<file path="config.mk">
export PLATFORM = sky130hd
export DESIGN_NAME = led_frame_scheduler
export DESIGN_NICKNAME = d
export VERILOG_FILES = /design/src/rtl/led_pkg.sv /design/src/rtl/led_period_timer.sv /design/src/rtl/led_frame_scheduler.sv
export SDC_FILE = /design/constraint.sdc
export NUM_CORES = 1
export LEC_CHECK = 0
export ABC_CLOCK_PERIOD_IN_PS = 2300
export BUFFER_PORTS_ARGS = -buffer_cell sky130_fd_sc_hd__buf_2
export CORE_ASPECT_RATIO = 1.25
export CORE_MARGIN = 4
export CORE_UTILIZATION = 40
export CTS_BUF_LIST = sky130_fd_sc_hd__clkbuf_16
export CTS_CLUSTER_SIZE = 8
export DETAILED_ROUTE_END_ITERATION = 12
export GPL_TIMING_DRIVEN = 0
export PLACE_DENSITY = 0.68
export SETUP_SLACK_MARGIN = 0.2
export SYNTH_ARGS = -nofsm -noshare
export SYNTH_HDL_FRONTEND = slang
export SYNTH_HIERARCHICAL = 1
export SYNTH_SLANG_ARGS = --single-unit
export TNS_END_PERCENT = 30
</file>
<file path="constraint.sdc">
create_clock -name clk -period 2.3 [get_ports clk]
set_clock_uncertainty 0.05 [all_clocks]
set_input_delay 0.345 -clock clk [delete_from_list [all_inputs] [get_ports clk]]
set_output_delay 0.345 -clock clk [all_outputs]
set_load 0.05 [all_outputs]
</file>
<file path="src/rtl/led_pkg.sv">
// Shared types and constants for the LED frame scheduler.
package led_pkg;

  typedef enum logic [1:0] {
    S_IDLE   = 2'd0,
    S_LAUNCH = 2'd1,
    S_RUN    = 2'd2,
    S_GAP    = 2'd3
  } sched_state_t;

  localparam int          FRAME_COUNT_W      = 16;
  localparam logic [23:0] TIMEOUT_CYCLES_DEF = 24'hFFFFFF;

endpackage

</file>
<file path="src/rtl/led_period_timer.sv">
// Clearable saturating cycle counter with a compare-greater-or-equal flag.
// Clearing loads 1 so the clearing cycle itself is counted as elapsed.
module led_period_timer #(
  parameter int W = 24
) (
  input  logic         clk,
  input  logic         reset,
  input  logic         clr,
  input  logic         en,
  input  logic [W-1:0] limit,
  output logic         ge
);

  logic [W-1:0] cnt;

  always_ff @(posedge clk or posedge reset) begin
    if (reset)                 cnt <= '0;
    else if (clr)              cnt <= W'(1);
    else if (en && cnt != '1)  cnt <= cnt + 1'b1;
  end

  assign ge = (cnt >= limit);

endmodule

</file>
<file path="src/rtl/led_frame_scheduler.sv">
// Frame sequencer for the led_bank array: launch, wait-for-idle, period pacing,
// buffer swap between frames. LED_SCHED_TIMEOUT_EN enables the stuck-bank timeout.
module led_frame_scheduler import led_pkg::*; #(
  parameter int                  BANKS          = 4,
  parameter int                  PERIOD_W       = 24,
  parameter logic [PERIOD_W-1:0] TIMEOUT_CYCLES = PERIOD_W'(TIMEOUT_CYCLES_DEF)
) (
  input  logic                     clk,
  input  logic                     reset,
  input  logic                     start,
  input  logic                     continuous,
  input  logic [PERIOD_W-1:0]      period,
  input  logic                     swap_req,
  input  logic                     err_clear,
  input  logic [BANKS-1:0]         bank_idle,
  output logic                     bank_go,
  output logic                     buf_sel,
  output logic                     swap_pending,
  output logic                     busy,
  output logic                     frame_done,
  output logic [FRAME_COUNT_W-1:0] frame_count,
  output logic                     timeout_err
);

  sched_state_t state;
  logic         launch;
  logic         per_ge;
  logic         to_hit;

  // Launch decode feeds both the FSM and the counter clears, so both see the same edge.
  always_comb begin
    launch = 1'b0;
    case (state)
      S_IDLE:  launch = start | (continuous & ~timeout_err);
      S_GAP:   launch = continuous & ~timeout_err & per_ge;
      default: launch = 1'b0;
    endcase
  end

  led_period_timer #(.W(PERIOD_W)) u_per (
    .clk   (clk),
    .reset (reset),
    .clr   (launch),
    .en    (1'b1),
    .limit (period),
    .ge    (per_ge)
  );

`ifdef LED_SCHED_TIMEOUT_EN
  logic run_active;
  logic to_ge;

  assign run_active = (state == S_LAUNCH) || (state == S_RUN);

  led_period_timer #(.W(PERIOD_W)) u_to (
    .clk   (clk),
    .reset (reset),
    .clr   (launch),
    .en    (run_active),
    .limit (TIMEOUT_CYCLES),
    .ge    (to_ge)
  );

  assign to_hit = to_ge & run_active;
`else
  logic unused_to;
  assign unused_to = ^TIMEOUT_CYCLES;
  assign to_hit    = 1'b0;
`endif

  always_ff @(posedge clk or posedge reset) begin
    if (reset) begin
      state        <= S_IDLE;
      bank_go      <= 1'b0;
      buf_sel      <= 1'b0;
      swap_pending <= 1'b0;
      busy         <= 1'b0;
      frame_done   <= 1'b0;
      frame_count  <= '0;
      timeout_err  <= 1'b0;
    end else begin
      frame_done <= 1'b0;
      if (to_hit)         timeout_err <= 1'b1;
      else if (err_clear) timeout_err <= 1'b0;

      if (launch) begin
        state   <= S_LAUNCH;
        bank_go <= 1'b1;
        busy    <= 1'b1;
        if (swap_pending) buf_sel <= ~buf_sel;
        // a request landing on this edge belongs to the next frame
        swap_pending <= swap_req;
      end else begin
        if (swap_req) swap_pending <= 1'b1;
        case (state)
          S_LAUNCH: begin
            if (to_hit) begin
              state   <= S_IDLE;
              bank_go <= 1'b0;
              busy    <= 1'b0;
            end else if (bank_idle == '0) begin
              state   <= S_RUN;
              bank_go <= 1'b0;
            end
          end
          S_RUN: begin
            if (&bank_idle) begin
              frame_done  <= 1'b1;
              frame_count <= frame_count + 1'b1;
              if (continuous && !timeout_err) begin
                state <= S_GAP;
              end else begin
                state <= S_IDLE;
                busy  <= 1'b0;
              end
            end else if (to_hit) begin
              state <= S_IDLE;
              busy  <= 1'b0;
            end
          end
          S_GAP: begin
            if (!continuous || timeout_err) begin
              state <= S_IDLE;
              busy  <= 1'b0;
            end
          end
          default: ;
        endcase
      end
    end
  end

endmodule

</file>
==> results of run 1 <==
[worst max-delay path: stages (launching register included)]
cell	delay [ns]
dfrtp_1	0.43
ha_1	0.31
nand2_1	0.05
or3_1	0.37
o221ai_2	0.23
a21oi_2	0.10
o211ai_1	0.28
nand3_1	0.19
a21oi_4	0.23
buf_8	0.16
nand2b_1	0.10
a21oi_1	0.04
a31o_2	0.21
[cells in the final DEF, fill, tap and decap left out, types with 3 or more instances in the layout]
cell type | Yosys | final
buf_2 | 1 | 54
dfrtp_1 | 47 | 45
inv_1 | 32 | 34
ha_1 | 31 | 28
nor2_1 | 25 | 25
xor2_1 | 21 | 21
nand2_1 | 21 | 21
a21oi_1 | 21 | 20
nand4_1 | 14 | 14
xnor2_1 | 10 | 10
buf_4 | 2 | 10
nand3_1 | 9 | 9
and4_1 | 8 | 8
o21ai_0 | 7 | 7
conb_1 | 2 | 7
or3_1 | 7 | 7
clkbuf_16 | 0 | 6
mux2i_1 | 4 | 4
nand2b_1 | 4 | 4
o21bai_1 | 4 | 4
nor3_1 | 8 | 3
and3_1 | 3 | 3
nor4b_4 | 1 | 3
nor3_2 | 0 | 3
a211oi_1 | 3 | 3
a31oi_1 | 3 | 3
ha_4 | 0 | 3
[what timing repair did]
action                                  in CTS  in global routing
resized for setup                           15                  7
endpoints found under the setup margin      47                 47
cloned                                       0                  1
buffers inserted                             9                  0
pin swaps                                    6                  5
[stage by stage]
stage / power [uW] / worst slack [ns] / hold WS [ns]
2_1_floorplan: 1860 / -0.224 / 0.297
3_3_place_gp: 2090 / -0.714 / 0.403
3_5_place_dp: 2110 / -0.720 / 0.407
4_1_cts: 2960 / -0.494 / 0.206
5_1_grt: 3200 / -0.728 / 0.214
6_report: 3000 / -0.546 / 0.209
[registers in the layout, summed over array words and instances (netlist names)]
signal	flops
u_per/cnt	24
state	2
swap_pending	1
frame_count	16
bank_go	1
frame_done	1
busy	1
buf_sel	1
[worst max path at each step]
stage | endpoint | cells after the start | slack [ns]
after CTS | u_per/cnt[7] | 12 | -0.49
after global routing | u_per/cnt[7] | 12 | -0.73
after global placement | u_per/cnt[7] | 12 | -0.71
final | u_per/cnt[7] | 12 | -0.55
after floorplan | u_per/cnt[7] | 12 | -0.22
after detailed placement | u_per/cnt[7] | 12 | -0.72
[final cells by class]
class | count | share of cell area (%)
buffer | 8 | 1.82
clock buffer | 5 | 3.18
clock inverter | 3 | 0.318
inverter | 32 | 3.06
multi-input combinational | 247 | 49.3
sequential | 47 | 30.0
tap | 92 | 2.93
timing repair buffer | 63 | 9.43
[cells by family after synthesis]
kind of cell,count (synthesis),share of synthesized area (%)
buffers and inverters,40,5.33
multiplexers,5,1.63
XOR/XNOR,31,8.63
AO/OA/AOI/OAI,53,11.3
adder cells (fa/ha/maj),31,12.3
AND/OR/NAND/NOR,120,23.2
flip-flops,47,37.4
other,2,0.239
[where the power goes]
group	switching (uW)	total (uW)	internal [uW]
clock network	283	676	393
logic	697	1240	543
registers	137	1080	945
[layer usage]
| metal | part of all wire [%] | GRT usage, % |
|---|---|---|
| met5 | 0 | 0 |
| met4 | 0.53 | 3.84 |
| met3 | 4.1 | 3.23 |
| met2 | 52 | 27.1 |
| met1 | 43 | 18.6 |
==> metrics.md, run 1 <==
| Metric | Value |
|---|---|
| Final antenna-violating net count | `0` |
| Number of fill cells | `roughly 700` |
| N_diodes | `0` |
| Max-slew headroom at the worst pin | `~37%` |
| Kind of critical path | `flip-flop to flip-flop` |
| Startpoint types | `flip-flop` |
| Clk Latency, worst-skew pair | `approximately 0.28 ns` |
| Residual DRC | `0` |
| Asr flop ratio synth | `100%` |
| Die width | `about 87 um` |
| Most frequent cell after synthesis | `dfrtp_1` |
| Flops & latches, synth | `47` |
| Final instance area | `around 3900 um^2` |
| CP startpoint | `u_per/cnt[4]` |
| Max Slew Vio Count | `0` |
| Syn Inst Count | `roughly 330` |
| Setup ws final | `-0.546 ns` |
| CTS H-tree lvls | `2` |
| Initial antenna violation count | `0` |
| Share of cells above drive strength 1 | `between 20% and 30%` |
| DR vias | `roughly 2600` |
| Status | `complete, but fails checks` |
| Final setup viols | `47` |
| WP data arrival | `between 2 and 3 ns` |
| 1st-iter DRT viols | `50` |
| Cell Area, Placed | `roughly 3600 um^2` |
| Max-cap violations | `0` |
| Actual slew at the worst max-slew pin | `roughly 0.94 ns` |
| Num rows | `35` |
| Worst-case vdd ir drop | `around 0.00066 V` |
| Post-layout min period | `between 2 and 3 ns` |
| Failing checks | `negative setup slack` |
| Cts hold-fix bufs | `0` |
| Die Ht | `between 100 and 150 um` |
| Area delta synth->final | `24.9%` |
| Post-DP HPWL | `5.01 mm` |
| Worst reg2reg startpoint | `u_per/cnt[4]` |
| Largest net degree at the start of global routing | `25` |
| CTS tree | `done` |
| PD cells | `763 nW/um^2` |
| FMAX | `351 MHz` |
| Top cell type's share of synthesized area | `approximately 37%` |
| IO Port Bufs | `53` |
| Synth area leaders | `dfrtp_1 (37%), ha_1 (12%), xor2_1 (5.8%)` |
| Setup TNS | `-21.23 ns` |
| Synthesized area per cell | `9.56 um^2` |
| Starting density of the core | `41.8%` |
| Worst path required time | `~2.4 ns` |
| Final Wtd Congestion | `0.889` |
| Final WL | `between 6 and 7 mm` |
| Vias per cell | `between 5 and 6` |
| Number of global-route vias before repair | `between 2000 and 3000` |
| CTS Sinks | `47` |
| Core area | `7530 um^2` |
| Grt ovf | `0` |
| Io pins | `between 50 and 60` |
| Global-route wire length before repair | `11.7 mm` |
| Worst r2r dst | `u_per/cnt[7]` |
| Worst reg-to-reg setup slack | `-0.55 ns` |
| Period utilisation layout | `124%` |
| RSZ-0062 raised after global routing | `yes` |
| Syn. warnings | `6` |
| Final core utilization | `between 50% and 60%` |
| Reg clk slew, reported paths | `around 0.060 ns` |
| Synth area leader | `dfrtp_1` |
| Post-synthesis sequential area ratio | `37.4%` |
| FF+latch area | `around 1200 um^2` |
| Worst min path class | `primary input to asynchronous set/reset pin` |
| Post-layout net count | `roughly 470` |
| Placed cells | `roughly 480` |
| Pre-Repair DR Iteration Count | `4` |
| Num CTS Buffers | `5` |
| Post-route insts no fill | `just under 500` |
| Top FF cell, synth | `dfrtp_1` |
| Gr usage total | `15.3%` |
| Depth of the most critical reg-to-reg path | `12` |
| Maximum fanout along the worst path | `10` |
| Clk root buf | `clkbuf_16` |
| Yosys cell types | `56` |
| Drt wl/cell | `13.8 um` |
| Post-Synthesis Cell Area | `3150 um^2` |
| Area taken by multi-input logic gates | `~1900 um^2` |
| Fin. Hold Viols | `0` |
| Critical Path Sink Type | `flip-flop` |
| Most frequent cells after synthesis | `dfrtp_1 (47), inv_1 (32), ha_1 (31)` |
| Leakage Power | `slightly above 0.002 uW` |
| Die Area | `between 9000 and 10000 um^2` |
| Post-synth EDFFs | `0` |
| CTS Buffer Depth | `2` |
(Power assumes the default switching activity.)
==> run 2: changes to the inputs <==
Settings changed: ABC_AREA set to 1, PLACE_DENSITY 0.68 to 0.67.
==> run 2 against run 1 <==
  * Power increased by 30%
  * Cell area is 22% higher
  * First-iteration DRC count increased to 3.4 times the previous value
  * Global-route usage is 1.5 points higher
  * Synthesized cell count rose by 63%
  * Non-clock buffer count increased by 17
  * Wire length up 38%
  * Largest power group unchanged
  * Clock power up 22%
  * Worst setup slack gained 0.56 ns
  * Critical path depth increased by 5
  * Critical endpoint is now u_per/cnt[1]
  * The flow now finishes without violations
  * Largest cell class unchanged
  * Die area grew 16%
==> metrics.md, run 2 <==
| Metric | Value |
|---|---|
| Status | `finished, final reports clean` |
| Most frequent CP cell | `nand2_2` |
| Initial antenna violation count | `0 (unchanged)` |
| CP peak stage delay | `0.43 ns (about the same)` |
| Syn Inst Count | `535 (+63%)` |
| Synth area leader | `dfrtp_1` |
| Period utilisation layout | `99.5% (-24 points)` |
| Final WL | `9.40 mm (+38%)` |
| Max reg flops | `24 (unchanged)` |
| Asr flop ratio synth | `100% (unchanged)` |
| Die Area | `10900 um^2 (+16%)` |
| Max-cap violations | `0 (unchanged)` |
| Post-DP HPWL | `6.68 mm (+33%)` |
| Critical Path Sink Type | `flip-flop` |
| IO Port Bufs | `53 (unchanged)` |
| Max Slew Vio Count | `0 (unchanged)` |
| Final antenna-violating net count | `0 (unchanged)` |
| Post-synth EDFFs | `0 (unchanged)` |
| Fin. Hold Viols | `0 (unchanged)` |
| Number of global-route vias before repair | `3406 (+29%)` |
| Post-route insts no fill | `744 (+50%)` |
| Final core utilization | `54.3% (+2.1 points)` |
| Clk root buf | `clkbuf_16` |
| Final setup viols | `0 (-100%)` |
| Setup TNS | `0 ns (+21.23 ns)` |
| CTS Buffer Depth | `2 (unchanged)` |
| Starting density of the core | `41.8% (+0.047 points)` |
| Io pins | `56 (unchanged)` |
| Share of cells above drive strength 1 | `26.1% (-1.0 points)` |
| CP cell instances | `ha_4 -> nand2_2 -> nor2_2 -> nand4_1 -> a21oi_1 -> nor2_1 -> nand2_2 -> nand2_2 -> nand2_2 -> nand3_4 -> inv_6 -> inv_8 -> nand2_8 -> inv_8 -> clkbuf_16 -> nand2_1 -> nand2_1` |
| Gr usage total | `16.8% (+1.5 points)` |
| RSZ-0062 raised after global routing | `yes` |
| Kind of critical path | `flip-flop to flip-flop` |
| Largest regs | `u_per/cnt: 24 flops, frame_count: 16 flops, state: 2 flops` |
| Final Wtd Congestion | `0.878 (-1.2%)` |
| Commonest non-fill, non-tap cell in the layout | `nand2_1` |
| Cell Area, Placed | `4120 um^2 (+16%)` |
| Cts hold-fix bufs | `0 (unchanged)` |
| CTS tree | `done` |
| Reg clk slew, reported paths | `0.06 ns (about the same)` |
| Actual slew at the worst max-slew pin | `0.993 ns (+0.0537 ns)` |
| Synthesized area per cell | `6.91 um^2 (-28%)` |
| Die width | `94.0 um (+7.6%)` |
| Post-layout min period | `2.29 ns (-0.557 ns)` |
| Worst path buffer plus inverter count | `4 (+3)` |
| N_diodes | `0 (unchanged)` |
| Yosys cell types | `37 (-34%)` |
| Leakage Power | `0.00248 uW (+22%)` |
| CTS Sinks | `47 (unchanged)` |
| Grt ovf | `0 (unchanged)` |
| PD cells | `811 nW/um^2 (+6.3%)` |
| Largest Register | `u_per/cnt` |
| Largest net degree at the start of global routing | `25 (unchanged)` |
| Worst min path class | `primary input to flip-flop` |
| Top cell type's share of synthesized area | `31.8% (-5.6 points)` |
| CP max stage cell | `dfrtp_2` |
| CTS H-tree lvls | `2 (unchanged)` |
| Most frequent cells after synthesis | `nand2_1 (184), nor2_1 (66), inv_1 (64)` |
| CP top delay family | `simple AND/OR/NAND/NOR gates` |
| Startpoint types | `flip-flop` |
| Residual DRC | `0 (unchanged)` |
| FMAX | `437 MHz (+24%)` |
| Drt wl/cell | `12.6 um (-8.1%)` |
| Area delta synth->final | `29.8%` |
| Syn. warnings | `6 (unchanged)` |
| Maximum fanout along the worst path | `9 (-1)` |
| Core area | `8840 um^2 (+17%)` |
| Worst-case vdd ir drop | `0.000726 V (+9.6%)` |
| Vias per cell | `4.93 (-6.4%)` |
| Final instance area | `4800 um^2 (+22%)` |
| Num rows | `38 (+8.6%)` |
| Placed cells | `710 (+48%)` |
| DR vias | `3666 (+40%)` |
| Max-slew headroom at the worst pin | `33.8% (-3.6 points)` |
| Top FF cell, synth | `dfrtp_1` |
| WP data arrival | `2.42 ns (-0.54 ns)` |
| Post-Synthesis Cell Area | `3700 um^2 (+18%)` |
| Global-route wire length before repair | `14.9 mm (+27%)` |
| Pre-Repair DR Iteration Count | `4 (unchanged)` |
| Worst reg2reg startpoint | `u_per/cnt[21]` |
| 1st-iter DRT viols | `172 (+240%)` |
| Worst path required time | `2.43 ns (about the same)` |
| CP startpoint | `u_per/cnt[21]` |
| Post-layout net count | `688 (+47%)` |
| Num CTS Buffers | `5 (unchanged)` |
| Die Ht | `115 um (+7.8%)` |
| Min-delay src | `swap_req` |
| Flops & latches, synth | `47 (unchanged)` |
| Post-synthesis sequential area ratio | `31.8% (-5.6 points)` |
| Clk Latency, worst-skew pair | `0.29 ns (about the same)` |
| Commonest non-fill, non-tap cells in the layout | `nand2_1 (176), nor2_1 (63), inv_1 (61)` |
| Most frequent cell after synthesis | `nand2_1` |
| Synth area leaders | `dfrtp_1 (32%), nand2_1 (19%), ha_1 (10%)` |
## run 2: cell count changes after synthesis, sizes merged, moves of 9 or more
cell,previous run,this run
and4,9,0
xor2,21,7
nand3,11,33
inv,32,66
nand2,21,193
nor2,26,73
nand3b,0,9
## run 2: layout make-up
type | instances | area (um^2)
fill | 859 | 4040
clock inverter | 3 | 38.8
clock buffer | 5 | 125
tap | 120 | 150
timing repair buffer | 79 | 502
sequential | 47 | 1190
buffer | 9 | 129
inverter | 67 | 274
multi-input combinational | 414 | 2390
## run 2: path summary, 6_finish.rpt
path                       cells after the start              end  slack (ns)
min in group asynchronous                      2  frame_count[14]        0.20
max reg2reg                                   17     u_per/cnt[1]        0.01
min                                            2     swap_pending        0.19
max in group asynchronous                      2    u_per/cnt[17]        1.28
min reg2reg                                    2             busy        0.42
max                                           17     u_per/cnt[1]        0.01
## run 2: stage by stage
| step | setup slack (ns) | hold slack, ns | power [uW] |
|---|---|---|---|
| after floorplan | 0.224 | 0.297 | 2280 |
| after CTS | 0.00876 | 0.185 | 3710 |
| final | 0.0108 | 0.187 | 3890 |
| after global routing | -0.0867 | 0.191 | 4160 |
| after detailed placement | -0.270 | 0.407 | 2630 |
| after global placement | -0.241 | 0.407 | 2590 |
## run 2: timing repair
item,CTS,global route
gates resized for setup,26,33
pin swaps,10,11
setup endpoints to repair,45,47
setup buffers,14,9
cloned,1,2
## run 2: report_power, final
group	internal [uW]	switching [uW]	leakage (uW)	total (uW)
combinational	759	1160	0.00179	1920
clock	507	316	0.0000812	823
sequential	989	163	0.000608	1150
total	2260	1640	0.00248	3890
## run 2: routing by layer
| layer | global-route usage [%] | vias to the layer above | share of wire (%) |
|---|---|---|---|
| met2 | 32.1 | 118 | 52 |
| met4 | 3.56 | 0 | 1.4 |
| li1 | - | 1855 | - |
| met1 | 19.8 | 1676 | 40 |
| met3 | 2.53 | 17 | 6.0 |
| met5 | 0 | - | 0 |
## run 2: kinds of logic after synthesis
group                      count (synthesis)  share of synthesized area, %
and+or+nand+nor                          332                          40.0
AOI/OAI and AO/OA                         35                          5.58
DFF                                       47                          31.8
other                                      2                         0.203
buffers and inverters                     76                          9.07
adders and majority gates                 31                          10.5
xor gates and xnor gates                  12                          2.84
==> run 3: changes to the inputs <==
Settings changed: ABC_AREA 1 to not set, CTS_BUF_LIST sky130_fd_sc_hd__clkbuf_16 to sky130_fd_sc_hd__clkbuf_8, PLACE_DENSITY 0.67 to 0.68, RECOVER_POWER set to 50.
==> run 3 against run 2 <==
  * The flow now finishes with violations (negative setup slack)
  * Critical path depth decreased by 5
  * Highest routed layer unchanged
  * Largest cell class unchanged
  * Hold slack got worse by 0.0028 ns
  * Largest power group unchanged
  * Die area decreased by 14%
==> metrics.md, run 3 (synthesized netlist as in run 1, its figures left out) <==
| Metric | Value |
|---|---|
| Status | `complete, but fails checks` |
| Failing checks | `negative setup slack` |
| Largest net degree at the start of global routing | `25 (unchanged)` |
| Pre-Repair DR Iteration Count | `4 (unchanged)` |
| Kind of critical path | `flip-flop to flip-flop` |
| Clk root buf | `clkbuf_8` |
| Final instance area | `3880 um^2 (-19%)` |
| Drt wl/cell | `13.6 um (+7.8%)` |
| Crit path to | `u_per/cnt[7]` |
| 1st-iter DRT viols | `62 (-64%)` |
| Number of fill cells | `713 (-17%)` |
| Max reg flops | `24 (unchanged)` |
| Die width | `87.3 um (-7.1%)` |
| CTS Sinks | `47 (unchanged)` |
| WP data arrival | `2.96 ns (+0.54 ns)` |
| N_diodes | `0 (unchanged)` |
| Grt ovf | `0 (unchanged)` |
| Period utilisation layout | `123% (+23 points)` |
| Post-DP HPWL | `5.01 mm (-25%)` |
| Die Ht | `107 um (-7.2%)` |
| FF+latch area | `1180 um^2 (-0.63%)` |
| Final Wtd Congestion | `0.889 (+1.2%)` |
| IO Port Bufs | `53 (unchanged)` |
| Worst reg2reg startpoint | `u_per/cnt[4]` |
| Initial antenna violation count | `0 (unchanged)` |
| Post-layout min period | `2.83 ns (+0.536 ns)` |
| Max-slew headroom at the worst pin | `37.2% (+3.5 points)` |
| Startpoint types | `flip-flop` |
| Commonest non-fill, non-tap cell in the layout | `buf_2` |
| Maximum fanout along the worst path | `10 (+1)` |
| Depth of the most critical reg-to-reg path | `12 (-5)` |
| Cell Area, Placed | `3560 um^2 (-14%)` |
| RSZ-0062 raised after global routing | `yes` |
| CTS Buffer Depth | `2 (unchanged)` |
| Max Slew Vio Count | `0 (unchanged)` |
| Largest regs | `u_per/cnt: 24 flops, frame_count: 16 flops, state: 2 flops` |
| Starting density of the core | `41.8% (-0.047 points)` |
| Num CTS Buffers | `5 (unchanged)` |
| Final WL | `6.79 mm (-28%)` |
| Reg clk slew, reported paths | `0.09 ns (+0.03 ns)` |
| Io pins | `56 (unchanged)` |
| Actual slew at the worst max-slew pin | `0.940 ns (-0.0524 ns)` |
| Core area | `7530 um^2 (-15%)` |
| Clk Latency, worst-skew pair | `0.29 ns (about the same)` |
| Max-cap violations | `0 (unchanged)` |
| CP startpoint | `u_per/cnt[4]` |
| Final hold slack | `0.184 ns (-0.00284 ns)` |
| PD cells | `721 nW/um^2 (-11%)` |
| Area taken by multi-input logic gates | `1940 um^2 (-19%)` |
| FMAX | `354 MHz (-19%)` |
| Final antenna-violating net count | `0 (unchanged)` |
| Die Area | `9360 um^2 (-14%)` |
| Worst reg-to-reg setup slack | `-0.53 ns (-0.54 ns)` |
| Critical Path Sink Type | `flip-flop` |
| Leakage Power | `0.00200 uW (-19%)` |
| CTS tree | `done` |
| Area delta synth->final | `23.5%` |
| Post-layout net count | `470 (-32%)` |
| Number of global-route vias before repair | `2623 (-23%)` |
| Worst min path class | `primary input to asynchronous set/reset pin` |
| Fin. Hold Viols | `0 (unchanged)` |
| Global-route wire length before repair | `11.6 mm (-22%)` |
| DR vias | `2619 (-29%)` |
| Worst r2r dst | `u_per/cnt[7]` |
| Num rows | `35 (-7.9%)` |
| Worst-case vdd ir drop | `0.000628 V (-14%)` |
| Share of cells above drive strength 1 | `27.6% (+1.5 points)` |
| Final setup viols | `47 (+47)` |
| Largest Register | `u_per/cnt` |
| Setup ws final | `-0.525 ns (-0.536 ns)` |
| Gr usage total | `15.1% (-1.8 points)` |
| Worst path required time | `2.43 ns (about the same)` |
| Vias per cell | `5.26 (+6.7%)` |
| Commonest non-fill, non-tap cells in the layout | `buf_2 (53), dfrtp_1 (44), inv_1 (34)` |
| CTS H-tree lvls | `2 (unchanged)` |
| Residual DRC | `0 (unchanged)` |
run 3: worst max-delay path, stage by stage (launching register included):
cell and delay [ns]:
dfrtp_1 0.44, ha_1 0.30, nand2_1 0.05, or3_1 0.36
o221ai_2 0.20, a21oi_2 0.10, o211ai_1 0.27, nand3_1 0.19
a21oi_4 0.25, buf_8 0.16, nand2b_1 0.10, a21oi_1 0.04
a31o_2 0.21
run 3: layout make-up:
type | instances | share of cell area [%]
Clock inverter | 3 | 0.322
Tap cell | 92 | 2.96
Sequential cell | 47 | 30.4
Buffer | 8 | 1.84
Multi-Input combinational cell | 247 | 50.0
Inverter | 32 | 3.09
Timing Repair Buffer | 64 | 9.69
Clock buffer | 5 | 1.77
run 3: worst min-delay path by stage:
stage	end	slack (ns)	cells after the start	startpoint
after CTS	swap_pending	0.19	2	swap_req
final	buf_sel	0.18	2	reset
after detailed placement	frame_count[15]	0.41	1	frame_count[15]
after global placement	frame_count[15]	0.40	1	frame_count[15]
after global routing	swap_pending	0.20	2	swap_req
after floorplan	bank_go	0.30	1	reset
run 3: repair_timing:
action / in CTS / in global routing
buffers inserted: 9 / 1
pin swaps: 5 / 6
hold buffers: 0 / 0
gates cloned: 0 / 1
endpoints found under the setup margin: 47 / 47
resized for setup: 13 / 10
run 3: metrics by stage:
stage                     total power, uW  util, %  cells  worst slack [ns]  TNS [ns]
after floorplan                      1860        -    334            -0.224     -3.87
after global placement               2090     47.2    479            -0.714    -26.74
after detailed placement             2110     47.2    479            -0.720    -26.79
after CTS                            2740     50.3    496            -0.502    -19.44
after global routing                 3000     51.6    498            -0.729    -29.01
final                                2800     51.6    498            -0.525    -20.70
run 3: layer usage:
metal	global-route usage, %	wire, um
met4	3.18	39
met1	18.2	2900
met5	0	0
met3	3.00	283
met2	27.2	3560
run 3: power by group:
part           internal (uW)  switching (uW)  total [uW]  leakage, uW
combinational            550             702        1250      0.00132
clock                    205             262         467    0.0000505
sequential               945             135        1080     0.000625
